### src/rtl/out_channel_checker_pkg.sv
// Shared types, default sizes and width helpers for the output-channel checker.
// Optional overwrite-on-full behaviour is selected with OUT_CHANNEL_CHECKER_WRAP_EN.
package out_channel_checker_pkg;

    localparam int MEM_W = 12;
    localparam int N_OUT = 16;
    localparam int N_EXP = 8;

    typedef logic [MEM_W-1:0] word_t;

    typedef enum logic [1:0] {
        RUN   = 2'd0,
        FLUSH = 2'd1,
        DONE  = 2'd2
    } state_t;

    localparam int PTR_W = $clog2(N_OUT);
    localparam int CNT_W = PTR_W + 1;

    // Index width that never collapses to zero bits for a single-entry table.
    function automatic int idx_w(input int n);
        return (n > 1) ? $clog2(n) : 1;
    endfunction

endpackage

### src/rtl/out_channel_fifo.sv
// Circular word buffer with occupancy count; drops or overwrites on a full push
// depending on OUT_CHANNEL_CHECKER_WRAP_EN.
module out_channel_fifo
    import out_channel_checker_pkg::*;
#(
    parameter int DATA_W = MEM_W,
    parameter int DEPTH  = N_OUT
) (
    input  logic              clock,
    input  logic              reset,
    input  logic              push,
    input  logic [DATA_W-1:0] wdata,
    input  logic              pop,
    output logic              full,
    output logic              valid,
    output logic [DATA_W-1:0] rdata,
    output logic              overflow
);

    localparam int PW = $clog2(DEPTH);
    localparam int CW = PW + 1;
    localparam logic [CW-1:0] FULL_CNT = CW'(DEPTH);

    logic [DATA_W-1:0] mem [DEPTH];
    logic [PW-1:0]     wr_ptr;
    logic [PW-1:0]     rd_ptr;
    logic [CW-1:0]     count;
    logic              do_pop;
    logic              do_write;
    logic              displace;

    assign full   = (count == FULL_CNT);
    assign valid  = (count != '0);
    assign rdata  = valid ? mem[rd_ptr] : '0;
    assign do_pop = pop && valid;

    assign overflow = push && full && !do_pop;
`ifdef OUT_CHANNEL_CHECKER_WRAP_EN
    assign do_write = push;
`else
    assign do_write = push && (!full || do_pop);
`endif
    // A write into a full buffer without a pop pushes the oldest word out.
    assign displace = do_write && full && !do_pop;

    always_ff @(posedge clock) begin
        if (reset) begin
            wr_ptr <= '0;
            rd_ptr <= '0;
            count  <= '0;
        end else begin
            if (do_write)
                wr_ptr <= wr_ptr + PW'(1);
            if (do_pop || displace)
                rd_ptr <= rd_ptr + PW'(1);
            if (do_write && !do_pop && !full)
                count <= count + CW'(1);
            else if (do_pop && !do_write)
                count <= count - CW'(1);
        end
    end

    always_ff @(posedge clock) begin
        if (do_write)
            mem[wr_ptr] <= wdata;
    end

endmodule

### config.mk
export PLATFORM = sky130hd
export DESIGN_NAME = out_channel_fifo
export DESIGN_NICKNAME = d
export VERILOG_FILES = /design/src/rtl/out_channel_checker_pkg.sv /design/src/rtl/out_channel_fifo.sv
export SDC_FILE = /design/constraint.sdc
export NUM_CORES = 1
export LEC_CHECK = 0
export CAP_MARGIN = 20
export CORE_ASPECT_RATIO = 1.2
export CORE_MARGIN = 8
export CORE_UTILIZATION = 60
export DETAILED_ROUTE_END_ITERATION = 8
export PLACE_DENSITY = 0.79
export SLEW_MARGIN = 20
export SYNTH_ARGS = -nofsm -noshare
export SYNTH_HDL_FRONTEND = slang
export SYNTH_SLANG_ARGS = --single-unit
### constraint.sdc
create_clock -name clock -period 9 [get_ports clock]
set_clock_uncertainty 0.15 [all_clocks]
set_input_delay 1.8 -clock clock [delete_from_list [all_inputs] [get_ports clock]]
set_output_delay 1.8 -clock clock [all_outputs]
set_load 0.02 [all_outputs]
[Word level (Yosys, flattened, before mapping)]
Memory sizes are Yosys's and may differ from the RTL's. A register that Yosys moved wholly into a read port is not among the register bits.
Index checks and enable logic that the tools add are counted.
Widths: inputs -> output; s select.
Storage, ports and cells
  bits in registers: 13
  memory bits (writable): 192
  bits of input ports: 16
  output and inout bits: 15
  memories: 1
Cells by class
  $add $sub $neg: 4
  equal/unequal tests: 1
  multiplexer cells: 7
  reduce and logical (&&, ||, !) cells: 16
Memories
  mem: depth 16, width 12, read ports 1, clocked after memory_dff 1, write ports 1, line out_channel_fifo.sv:24  | logic [DATA_W-1:0] mem [DEPTH];
Operators with widths (number)
  $mux 12: 1
  $mux 5: 2
  $logic_and 1x1->1: 9
  $add 4x1->4 const B: 2
  $mux 4: 2
  $add 5x1->5 const B: 1
  $eq 5x5->1 const B: 1
  $reduce_bool 5->1: 1
  $sub 5x1->5 const B: 1
  $logic_not 1->1: 3
  $logic_or 1x1->1: 2
  $mux 1: 2
  $reduce_bool 2->1: 1

[Depth between registers and ports, before layout]
Gate-level depths: netlist (run 1).
  depth in word-level cells: 9
  depth in mapped cells: 9
  depth with buffers taken out: 8

[Worst setup path after synthesis (run 1)]
No wires, ideal clock.
  path type: input to output
  from: input push
  to: output overflow
  arrival: 2.552 ns
  data required time: 7.050 ns
  path slack: 4.498 ns
  stages on the path: 3
  buffers on the path: 1
  cells stage by stage: clkbuf_1 > nor2b_1 > and3_1
On the way
  word-level cells in the longest chain between the ends: 2
Ends and longest elaborated chain
  from (decl): line out_channel_fifo.sv:11  | input logic push,
  $logic_and 1x1->1 (2 in series): line out_channel_fifo.sv:37  | assign overflow = push && full && !do_pop;
  to (decl): line out_channel_fifo.sv:17  | output logic overflow
No other way between the ends.

[Worst setup path after layout (run 1)]
Ends and elaborated chain as after synthesis.

==> out/qor.txt, run 1 <==
Final worst setup slack = 3513 ps
RePlAce Congestion = 0.7840
CP arrival = 3540 ps
Synth warn = 0
# port buffers = 30
Clock Sinks = 209
#FFs+latches synth = 209
Pre-CTS setup slack = 3518 ps
Crit path launch type = input port
Setup bufs post-CTS = 0
Most numerous cell in the Yosys netlist = edfxtp_1
DR vias/cell = 6.392
Hold Slack = 382.2 ps
Synth Cell Area = 8402 um2
Number of DRC markers in iteration 0 = 439
Global-route wire length before repair = 25.95 mm
Syn nets = 459
CP Class = input port to output pin
WP data required = 7050 ps
Layout cell share with drive strength beyond 1 = 20.21%
Sequential fraction of the synthesis area = 72.67%
Syn Inst Count = 434
Crit path capture type = output pin
I/O pin total = 31
Die span in x = 124.0 um
Antenna Nets Post-Route = 0
Pwr dens = 266.9 nW/um2
Largest net degree at the start of global routing = 49
Worst slew pin tran = 1114 ps
Fillers = 867
Initial antenna violation count = 0
P_leak = 2.955 nW
Final Max Tran Viols = 0
CTS Hold Bufs = 0
Leading area contributor after synthesis = edfxtp_1
Main synth FF type = edfxtp_1
Nets = 492
Initial core utilization = 61.06%
CTS tree = built
Via Count = 4161
Top cells by area, synth = edfxtp_1 69%, mux4_2 13%, dfxtp_1 4.1%
Gr ovfl total = 0
Ant diodes = 0
Final Hold Fails = 0
Max-cap viol count = 0
Clk Latency, worst-skew pair = 490 ps
Dpl cells = 616
F_max = 0.1822 GHz
Peak VDD IR = 276.4 uV
Synthesis-to-finish area growth = 13.39%
Setup TNS = 0 ps
H-tree depth = 1
CP max FO = 11
EDFF count, synth = 192
Total CTS buffers = 20
Pre-Repair DR Iteration Count = 5
Tmin final = 5487 ps
Total die area = 18060 um2
Remaining DRCs = 0
Reg clk slew, reported paths = 60 ps
Hold Path Class = flop to flop
GRT Resource Usage Total = 19.30%
Vias in the first global route = 4458
Fin cells = 651
Die Height = 145.6 um
Final setup vio count = 0
Outcome = completed
Area of the multi-input gates = 2181 um2
Register Area = 6110 um2
Unique masters post-synth = 45
Clk buf depth = 3
Commonest cells post-synth = 192 x edfxtp_1, 48 x mux4_2, 25 x a211oi_1
Tot Pwr = 2.543 mW
Syn_area_per_cell = 19.36 um2
Post-CTS Resized = 0
Row count = 47
Wire length after detailed routing = 16.86 mm
CTS root buf = clkbuf_16
Top-area cell type share of the netlist area = 68.62%
RSZ-0062 raised after global routing = false
Final worst path period share = 60.97%
Core Region = 13760 um2
Hpwl dp = 9.491 mm
Relative slew slack = 25.76%
Ys async rst share = 0%
Wirelength per Cell = 25.89 um
state kept, by name (all words and copies together), names as in the netlist, named ones only:
name,cells
mem,192
wr_ptr,4
count,5
rd_ptr,4
cell type report:
class | instances | share of cell area [%]
Multi-Input combinational cell | 189 | 22.89
Inverter | 11 | 0.4334
Clock inverter | 8 | 0.9194
Sequential cell | 209 | 64.13
Tap cell | 171 | 2.246
Timing Repair Buffer | 36 | 3.625
Clock buffer | 27 | 5.753
per-layer routing:
| metal | global-route usage, % | vias up | wire length [um] |
|---|---|---|---|
| li1 | - | 1822 | - |
| met4 | 6.202 | 0 | 392 |
| met5 | 0 | - | 0 |
| met2 | 32.55 | 162 | 8679 |
| met1 | 24.93 | 2147 | 6762 |
| met3 | 2.989 | 30 | 1022 |
cell families after synthesis:
logic type	share of synthesized area, %
flops	72.67
simple gates	4.646
mux	14.79
compound gates	3.947
buf+inv	1.787
fa+ha+maj	1.430
xor+xnor	0.7297
critical path, cell delays in order:
cell	delay, ps
clkdlybuf4s50_1	710
nor2b_1	230
and3_1	180
clkdlybuf4s50_1	610
final timing paths:
kind,start,endpoint,slack [ps],cells past startpoint
setup / recovery,push,overflow,3510,4
hold / removal,rd_ptr[3]$_SDFFE_PP0N_,rd_ptr[3]$_SDFFE_PP0N_,380,2
setup reg to reg,count[0]$_SDFFE_PP0P_,count[4]$_SDFFE_PP0P_,5970,8
hold reg to reg,rd_ptr[3]$_SDFFE_PP0N_,rd_ptr[3]$_SDFFE_PP0N_,380,2
power breakdown:
group | switching [mW] | leakage [nW] | total, mW | internal [mW]
Combinational | 0.333 | 0.776 | 0.611 | 0.278
Sequential | 0.0229 | 1.87 | 1.12 | 1.10
Clock | 0.329 | 0.304 | 0.813 | 0.483
per-stage QoR:
step / utilization, % / instance area, um2
after global placement: 64.61 / 8891
after floorplan: - / 8402
after global routing: 69.23 / 9527
final: 69.23 / 9527
after CTS: 69.23 / 9527
after detailed placement: 64.61 / 8891
placed cells by master, fill, tap and decap left out, drive strengths merged, types with 6 or more instances in the layout:
cell type      instances
nor2                  18
xor2                   6
dfxtp                 17
mux4                  48
mux2i                 15
a211oi                25
and2                   9
clkbuf                27
inv                   11
ha                     8
clkdlybuf4s50         30
buf                    6
nor2b                 17
edfxtp               192
(Power assumes the default switching activity.)
==> inputs of run 2 (changes only) <==
--- a/config.mk
+++ b/config.mk
@@ -8,9 +8,9 @@
 export CAP_MARGIN = 20
 export CORE_ASPECT_RATIO = 1.2
 export CORE_MARGIN = 8
-export CORE_UTILIZATION = 60
+export CORE_UTILIZATION = 55
 export DETAILED_ROUTE_END_ITERATION = 8
-export PLACE_DENSITY = 0.79
+export PLACE_DENSITY = 0.76
 export SLEW_MARGIN = 20
 export SYNTH_ARGS = -nofsm -noshare
 export SYNTH_HDL_FRONTEND = slang
==> constraint.sdc (replaced) <==
create_clock -name clock -period 4.7 [get_ports clock]
set_clock_uncertainty 0.15 [all_clocks]
set_input_delay 0.94 -clock clock [delete_from_list [all_inputs] [get_ports clock]]
set_output_delay 0.94 -clock clock [all_outputs]
set_load 0.02 [all_outputs]
==> out/qor.txt, run 2 (same netlist as run 1, synthesis figures left out) <==
CP max FO = 31
Peak VDD IR = 392.0 uV
Initial core utilization = 56.16%
Highest-count cells in the layout ignoring fill and taps = 192 x edfxtp_1, 48 x mux4_2, 30 x clkdlybuf4s50_1
DR vias/cell = 6.029
Final setup vio count = 0
Antenna Nets Post-Route = 0
Clock Sinks = 209
Layout cell share with drive strength beyond 1 = 21.84%
Worst slew pin tran = 916.1 ps
F_max = 0.2356 GHz
Gr ovfl total = 0
Hold Path Class = flop to flop
Clk buf depth = 3
RSZ-0062 raised after global routing = false
Reg clk slew, reported paths = 60 ps
CTS root buf = clkbuf_16
Clk Latency, worst-skew pair = 480 ps
Setup TNS = 0 ps
CP Class = flop to output pin
I/O pin total = 31
Crit path launch type = flop
Tot Pwr = 4.951 mW
Via Count = 4184
Remaining DRCs = 0
Die span in x = 128.8 um
WP data required = 3610 ps
Final worst path period share = 90.30%
GRT Resource Usage Total = 18.01%
Largest net degree at the start of global routing = 49
Wire length after detailed routing = 16.84 mm
Tmin final = 4244 ps
Hpwl dp = 10.03 mm
Fillers = 1057
Total CTS buffers = 21
Sw Pwr = 1.324 mW
Max FFs per register = 192
Crit path capture type = output pin
Setup bufs post-CTS = 0
Post-CTS Resized = 0
Final Max Tran Viols = 0
RePlAce Congestion = 0.7443
Row count = 49
Wirelength per Cell = 24.27 um
Commonest non-fill, non-tap cell in the layout = edfxtp_1
Crit-path cells = buf_4 -> mux4_2 -> mux2i_1 -> a211oi_1 -> clkdlybuf4s50_1
CP arrival = 3150 ps
Core Region = 14960 um2
Die Height = 151.4 um
Ant diodes = 0
Sequential Power Share = 44.3%
CTS Hold Bufs = 0
Crit path largest cell delay = 930 ps
Total die area = 19500 um2
CTS tree = built
Vias in the first global route = 4416
H-tree depth = 1
Biggest regs = mem (192), count (5)
Max-cap viol count = 0
Synthesis-to-finish area growth = 15.17%
Clock share of power = 33.1%
Sw Share = 26.74%
Slowest cell on crit path = dfxtp_2
Initial antenna violation count = 0
P_leak = 3.028 nW
Nets = 501
Top reg by flops = mem
Relative slew slack = 38.93%
Pre-Repair DR Iteration Count = 5
# port buffers = 30
Outcome = completed
Pwr dens = 511.6 nW/um2
Global-route wire length before repair = 25.91 mm
Int Pwr = 3.627 mW
Final Hold Fails = 0
Number of DRC markers in iteration 0 = 391
Comb pwr share = 22.5%
[run 2: cell count changes in the layout (fill, tap and decap cells not counted)]
cell,before,now
bufinv_16,2,3
buf_4,6,13
clkinvlp_4,1,2
clkinv_2,1,4
buf_12,0,1
clkbuf_1,6,2
nor2_1,13,17
inv_6,0,1
nor2_2,5,1
[run 2: final timing paths]
path / endpoint / slack [ps] / depth (start not counted) / startpoint
max: rdata[1] / 460 / 5 / flop
min: count[3]$_SDFFE_PP0P_ / 400 / 2 / count[3]$_SDFFE_PP0P_
max reg2reg: count[4]$_SDFFE_PP0P_ / 1680 / 8 / count[0]$_SDFFE_PP0P_
min reg2reg: count[3]$_SDFFE_PP0P_ / 400 / 2 / count[3]$_SDFFE_PP0P_
[run 2: final cells by class]
class	count	area [um2]	area share [%]
clock buffers	23	533.0	5.508
clock inverters	14	148.9	1.539
inverters	11	41.29	0.4267
multi-input cells	189	2171	22.43
flip-flops and latches	209	6110	63.14
well taps	204	255.2	2.638
repair buffers	44	417.9	4.319
[run 2: per-layer routing]
layer | part of all wire, % | GRT usage (%)
met5 | 0 | 0
met4 | 2.2 | 5.592
met3 | 5.5 | 3.135
met2 | 52 | 31.77
met1 | 40 | 22.18
[run 2: critical path, delay by kind of cell (launching register included)]
family                 cells  cell delay, ps
flip-flops                 1             930
multiplexers               2             690
buffers and inverters      2             950
AO/OA/AOI/OAI              1              90
[run 2: power by group through the flow]
stage               combinational (mW)  clock [mW]  sequential [mW]
floorplan                        0.806           0             2.16
global placement                  1.10           0             2.23
detailed placement                1.12           0             2.24
CTS                               1.13        1.66             2.20
global route                      1.21        1.72             2.21
finish                            1.12        1.64             2.20
[run 2: through the flow]
stage               hold WS, ps  setup slack (ps)  std cells  area [um2]  utilization (%)
detailed placement        392.2             786.1        657        8995            60.13
global route              423.6             261.6        694        9677            64.69
finish                    403.1             455.8        694        9677            64.69
CTS                       399.7             373.2        694        9677            64.69
global placement          367.6             912.6        657        8995            60.13
floorplan                 334.7              1379        434        8402                -
